### config.mk
export PLATFORM = sky130hd
export DESIGN_NAME = instr_fetch
export DESIGN_NICKNAME = d
export VERILOG_FILES = /design/src/rtl/mips_pkg.sv /design/src/rtl/if_id_reg.sv /design/src/rtl/instr_fetch.sv
export SDC_FILE = /design/constraint.sdc
export NUM_CORES = 1
export LEC_CHECK = 0
export CELL_PAD_IN_SITES_DETAIL_PLACEMENT = 0
export CELL_PAD_IN_SITES_GLOBAL_PLACEMENT = 1
export CORE_MARGIN = 2
export CORE_UTILIZATION = 45
export CTS_CLUSTER_SIZE = 40
export DETAILED_ROUTE_END_ITERATION = 16
export DONT_BUFFER_PORTS = 1
export PLACE_DENSITY = 0.79
export SYNTH_ARGS = -nofsm -noshare
export SYNTH_HDL_FRONTEND = slang
export SYNTH_SLANG_ARGS = --single-unit
### constraint.sdc
create_clock -name clk -period 5.45 [get_ports clk]
set_input_delay 0.8175 -clock clk [delete_from_list [all_inputs] [get_ports clk]]
set_output_delay 0.8175 -clock clk [all_outputs]
set_load 0.02 [all_outputs]
### src/rtl/mips_pkg.sv
// Shared MIPS front-end definitions: opcodes, NOP word, reset PC and fetch FSM encoding.
package mips_pkg;

  localparam logic [31:0] NOP_WORD         = 32'h0000_0000;
  localparam logic [31:0] DEFAULT_RESET_PC = 32'h0000_0000;

  localparam logic [5:0] OP_RTYPE = 6'b000000;
  localparam logic [5:0] OP_J     = 6'b000010;
  localparam logic [5:0] OP_BEQ   = 6'b000100;
  localparam logic [5:0] OP_BNE   = 6'b000101;
  localparam logic [5:0] OP_ADDI  = 6'b001000;
  localparam logic [5:0] OP_LW    = 6'b100011;
  localparam logic [5:0] OP_SW    = 6'b101011;

  typedef enum logic [1:0] {
    FS_REQ     = 2'd0,
    FS_WAIT    = 2'd1,
    FS_HOLD    = 2'd2,
    FS_DISCARD = 2'd3
  } fetch_state_e;

  // Sequential next-PC; wraps modulo 2^32 and ignores alignment.
  function automatic logic [31:0] pc_plus4(input logic [31:0] pc);
    return pc + 32'd4;
  endfunction

endpackage

### src/rtl/if_id_reg.sv
// IF/ID pipeline register. Priority: flush > load > hold > NOP bubble.
module if_id_reg
  import mips_pkg::*;
(
  input  logic        clk,
  input  logic        rst,
  input  logic        flush,
  input  logic        load,
  input  logic        hold,
  input  logic [31:0] load_instr,
  input  logic [31:0] load_pc4,
  output logic [31:0] id_instr,
  output logic [31:0] id_pc4,
  output logic        id_valid
);

  logic [31:0] id_instr_q, id_instr_d;
  logic [31:0] id_pc4_q, id_pc4_d;
  logic        id_valid_q, id_valid_d;

  always_comb begin
    id_instr_d = NOP_WORD;
    id_pc4_d   = id_pc4_q;
    id_valid_d = 1'b0;
    if (flush) begin
      id_instr_d = NOP_WORD;
      id_valid_d = 1'b0;
    end else if (load) begin
      id_instr_d = load_instr;
      id_pc4_d   = load_pc4;
      id_valid_d = 1'b1;
    end else if (hold) begin
      id_instr_d = id_instr_q;
      id_valid_d = id_valid_q;
    end
  end

  always_ff @(posedge clk) begin
    if (rst) begin
      id_instr_q <= NOP_WORD;
      id_pc4_q   <= 32'h0;
      id_valid_q <= 1'b0;
    end else begin
      id_instr_q <= id_instr_d;
      id_pc4_q   <= id_pc4_d;
      id_valid_q <= id_valid_d;
    end
  end

  assign id_instr = id_instr_q;
  assign id_pc4   = id_pc4_q;
  assign id_valid = id_valid_q;

endmodule

### src/rtl/instr_fetch.sv
// Instruction fetch stage: one outstanding imem request, one-entry hold buffer
// for stalled responses, and branch redirect that squashes in-flight data.
module instr_fetch
  import mips_pkg::*;
#(
  parameter logic [31:0] RESET_PC = DEFAULT_RESET_PC
) (
  input  logic        clk,
  input  logic        rst,
  output logic        imem_req,
  output logic [31:0] imem_addr,
  input  logic [31:0] imem_rdata,
  input  logic        imem_valid,
  input  logic        stall,
  input  logic        branch_taken,
  input  logic [31:0] branch_target,
  output logic [31:0] id_instr,
  output logic [31:0] id_pc4,
  output logic        id_valid,
  output logic [5:0]  opcode
);

  fetch_state_e state_q, state_d;
  logic [31:0]  pc_q, pc_d;
  logic [31:0]  hold_buf_q, hold_buf_d;
  logic         id_load;
  logic [31:0]  id_load_instr;

  always_comb begin
    state_d       = state_q;
    pc_d          = pc_q;
    hold_buf_d    = hold_buf_q;
    id_load       = 1'b0;
    id_load_instr = hold_buf_q;
    case (state_q)
      FS_REQ: state_d = branch_taken ? FS_DISCARD : FS_WAIT;
      FS_WAIT: begin
        if (branch_taken) begin
          // Data arriving with the branch is already stale; otherwise squash it later.
          state_d = imem_valid ? FS_REQ : FS_DISCARD;
        end else if (imem_valid && !stall) begin
          id_load       = 1'b1;
          id_load_instr = imem_rdata;
          pc_d          = pc_plus4(pc_q);
          state_d       = FS_REQ;
        end else if (imem_valid) begin
          hold_buf_d = imem_rdata;
          state_d    = FS_HOLD;
        end
      end
      FS_HOLD: begin
        if (branch_taken) begin
          hold_buf_d = NOP_WORD;
          state_d    = FS_REQ;
        end else if (!stall) begin
          id_load    = 1'b1;
          pc_d       = pc_plus4(pc_q);
          hold_buf_d = NOP_WORD;
          state_d    = FS_REQ;
        end
      end
      FS_DISCARD: if (imem_valid) state_d = FS_REQ;
      default:    state_d = FS_REQ;
    endcase
    if (branch_taken) pc_d = branch_target;
  end

  always_ff @(posedge clk) begin
    if (rst) begin
      state_q    <= FS_REQ;
      pc_q       <= RESET_PC;
      hold_buf_q <= NOP_WORD;
    end else begin
      state_q    <= state_d;
      pc_q       <= pc_d;
      hold_buf_q <= hold_buf_d;
    end
  end

  // Gated by rst so the strobe stays low during reset and rises right after it.
  assign imem_req  = (state_q == FS_REQ) && !rst;
  assign imem_addr = pc_q;

  if_id_reg u_if_id_reg (
    .clk        (clk),
    .rst        (rst),
    .flush      (branch_taken),
    .load       (id_load),
    .hold       (stall),
    .load_instr (id_load_instr),
    .load_pc4   (pc_plus4(pc_q)),
    .id_instr   (id_instr),
    .id_pc4     (id_pc4),
    .id_valid   (id_valid)
  );

  assign opcode = id_instr[31:26];

endmodule
==> flow_summary.json <==
{
  "reg2reg_slack_ns": 2.33,
  "grt_antenna_before_repair": 0,
  "cts-hold-fix-buffers": 0,
  "timing.critical_path.fanout_max": 24,
  "synthMostInstantiatedCell": "dfxtp_1",
  "area_of_the_mapped_netlist_mm2": 0.00632,
  "synth_largest_type_area_fraction": 0.415,
  "yosys_most_used_dff": "dfxtp_1",
  "layout-area-overhead-vs-synth_pct": 7.20,
  "p_seq_frac": 0.456,
  "floorplan.initialDensity": 0.457,
  "synth_top_cells_by_count": "dfxtp_1 (131), nor2_1 (119), a22oi_1 (64)",
  "clock_insertion_delay_worst_skew_ns": 0.42,
  "die_h_um": 123,
  "finalNetCount": 747,
  "die_area_mm2": 0.0150,
  "place_worst_setup_slack_ns": 2.41,
  "detail_route.wirelength_um": 17300,
  "grt_pass1_vias": 4980,
  "power.leakage_nw": 2.16,
  "r2r_endpoint": "imem_addr[28]$_SDFFE_PP0P_",
  "max_cap_viol_count": 0,
  "drt_pass1_iterations": 7,
  "antenna_cells": 0,
  "worstSetupEndpoint": "imem_addr[28]$_SDFFE_PP0P_",
  "placed_cell_count": 834,
  "first_pass_grt_wire_length_um": 26500,
  "worst_setup_path_end_kind": "register",
  "tritoncts": "done",
  "max-slew-margin-rel": 0.124,
  "number_of_top_level_design_ports": 173,
  "gp_routability_congestion": 0.790,
  "ys_async_sr_fraction": 0,
  "hpwlAfterDp_um": 11100,
  "synth_enable_flop_cells": 0,
  "pin_count_of_the_biggest_net_entering_global_routing": 96,
  "critPathLaunchType": "register",
  "max_clock_freq_ghz": 0.320,
  "post_route_cells_drive_above_1_share": 0.107,
  "cell_types_occupying_the_most_area_after_synthesis": "dfxtp_1 (41%), a22oi_1 (7.6%), nor2_1 (7.1%)",
  "clock_period_minus_worst_slack_ns": 3.12,
  "buffers_inserted_during_post_cts_setup_optimization": 0,
  "cts_num_sinks": 131,
  "vdd.ir_drop.worst_uv": 222,
  "final_slew_violations": 0,
  "tritoncts.num_buffers": 17,
  "antenna_violating_nets_post_route": 0,
  "fin_worst_skew_ns": 0.00780,
  "power.density_mw_per_mm2": 357,
  "final.setup.worst_slack_ns": 2.33,
  "yosysUniqueCellTypes": 51,
  "grt_setup_unrepaired": "false",
  "holdPathStages": 2,
  "p_int_w": 0.00173,
  "clock_path_buffers": 2,
  "hold_path_class": "register to register",
  "yosysWarningCount": 0,
  "power.share.switching": 0.285,
  "post_route_drc_violation_count": 0,
  "path_clk_slew_ns": 0.06,
  "io_buffers": 0,
  "synth_seq_cells": 131,
  "timing.setup.tns_ns": 0,
  "status": "finished clean",
  "switchingPower_w": 0.000690,
  "grt_overflow_total": 0,
  "final_period_util": 0.573,
  "route.detailed.vias_per_inst": 6.25,
  "avgRoutedWirePerCell_um": 20.0,
  "max_slew.worst_pin.slew_ns": 1.31,
  "netlist_instances": 730,
  "data_arrival_time_of_the_critical_path_ns": 3.45,
  "timing.final.hold_violations": 0,
  "timing.final.setup_violations": 0,
  "postSynthAreaPerCell_um2": 8.66,
  "crit-reg2reg-launch": "imem_addr[2]$_SDFFE_PP0P_",
  "critPathKind": "register to register",
  "htree_depth": 4,
  "pwr-share-comb": 0.106,
  "finished_layout_cells": 865,
  "layout.cell_area.non_filler_mm2": 0.00678,
  "synth_seq_area_share": 0.415,
  "core_area_mm2": 0.0138,
  "post-synth-top-area-cell": "dfxtp_1",
  "die-width_um": 123,
  "worst_r2r_path_depth": 5,
  "clkPwrFrac": 0.437,
  "via_count": 5408,
  "post_cts_resized": 0,
  "root_buffer": "clkbuf_16",
  "syn_nets": 804,
  "detailedRoute.firstIterationViolations": 384,
  "timing.critical_path.required_ns": 5.77,
  "placement.cell_area_mm2": 0.00623,
  "grt_util_all_layers": 0.226,
  "critical_path.startpoint": "imem_addr[2]$_SDFFE_PP0P_",
  "placement_rows": 43
}
-- critical path, stage by stage, from the launching register on --
cell and delay (ns):
dfxtp_1 0.58, ha_1 0.33, and4_1 0.34, nand4_1 0.73
or4_1 0.75, a311oi_1 0.28
-- cell usage in the layout, fill, tap and decap left out, types with 3 or more instances in the layout --
master / instances
nor3b_1: 3
nor3_1: 9
inv_1: 10
clkbuf_16: 17
o31ai_1: 16
and3_1: 7
nand4_1: 16
a311oi_1: 29
a211oi_1: 18
clkinvlp_4: 7
mux2_2: 33
buf_4: 3
nand3_1: 13
nor2b_1: 3
a22oi_1: 64
o21ai_0: 21
a32oi_1: 3
clkinv_2: 3
dfxtp_1: 131
ha_1: 5
nand2b_1: 5
or4_1: 22
or3_1: 19
a31oi_1: 3
nand2_1: 31
xor2_1: 10
xnor2_1: 8
mux2i_1: 3
nor4_1: 6
a21oi_1: 11
and4_1: 4
nor2_1: 119
-- power groups by stage --
stage | clock network, W | registers [W] | logic [W]
finish | 0.00106 | 0.00110 | 0.000257
global route | 0.00111 | 0.00111 | 0.000287
CTS | 0.00107 | 0.00110 | 0.000260
detailed placement | 0 | 0.00112 | 0.000258
global placement | 0 | 0.00112 | 0.000253
floorplan | 0 | 0.00109 | 0.000236
-- layout make-up --
| class | instances | area [um2] |
|---|---|---|
| well taps | 180 | 225 |
| flip-flops and latches | 131 | 2620 |
| clock inverters | 13 | 115 |
| multi-input cells | 510 | 3330 |
| fillers | 1310 | 7050 |
| clock buffers | 18 | 429 |
| repair buffers | 3 | 22.5 |
| inverters | 10 | 37.5 |
-- layer usage --
| layer | routed length (um) | global-route usage |
|---|---|---|
| met2 | 8230 | 0.364 |
| met5 | 0 | 0 |
| met3 | 1660 | 0.0971 |
| met4 | 340 | 0.0769 |
| met1 | 7090 | 0.270 |
-- flip-flops by register name, indices dropped and copies added, names as in the netlist --
signal,count
imem_addr,32
u_if_id_reg.id_instr,32
u_if_id_reg.id_pc4,32
u_if_id_reg.id_valid,1
hold_buf_q,32
state_q,2
-- worst min-delay path by stage --
stage,from,end,slack (ns)
floorplan,imem_addr[0]$_SDFFE_PP0P_,u_if_id_reg.id_pc4[0]$_SDFFE_PP0P_,0.44
global placement,hold_buf_q[12]$_SDFFE_PP0P_,hold_buf_q[12]$_SDFFE_PP0P_,0.47
detailed placement,hold_buf_q[0]$_SDFFE_PP0P_,hold_buf_q[0]$_SDFFE_PP0P_,0.48
CTS,rst,u_if_id_reg.id_pc4[30]$_SDFFE_PP0P_,0.46
global route,rst,imem_addr[18]$_SDFFE_PP0P_,0.47
finish,hold_buf_q[6]$_SDFFE_PP0P_,hold_buf_q[6]$_SDFFE_PP0P_,0.49
-- logic make-up after synthesis --
family,share of synthesized area
muxes,0.0635
buffers and inverters,0.0608
AOI/OAI and AO/OA,0.214
adders and majority gates,0.00990
xor gates and xnor gates,0.0249
DFF,0.415
and+or+nand+nor,0.213
-- metrics by stage --
step | utilization | hold slack (ns) | total power [W]
global placement | 0.451 | 0.472 | 0.00138
global route | 0.490 | 0.466 | 0.00251
finish | 0.490 | 0.490 | 0.00242
detailed placement | 0.451 | 0.479 | 0.00138
CTS | 0.490 | 0.460 | 0.00243
floorplan | - | 0.445 | 0.00133
No activity file was read; power rests on OpenSTA's default activity.
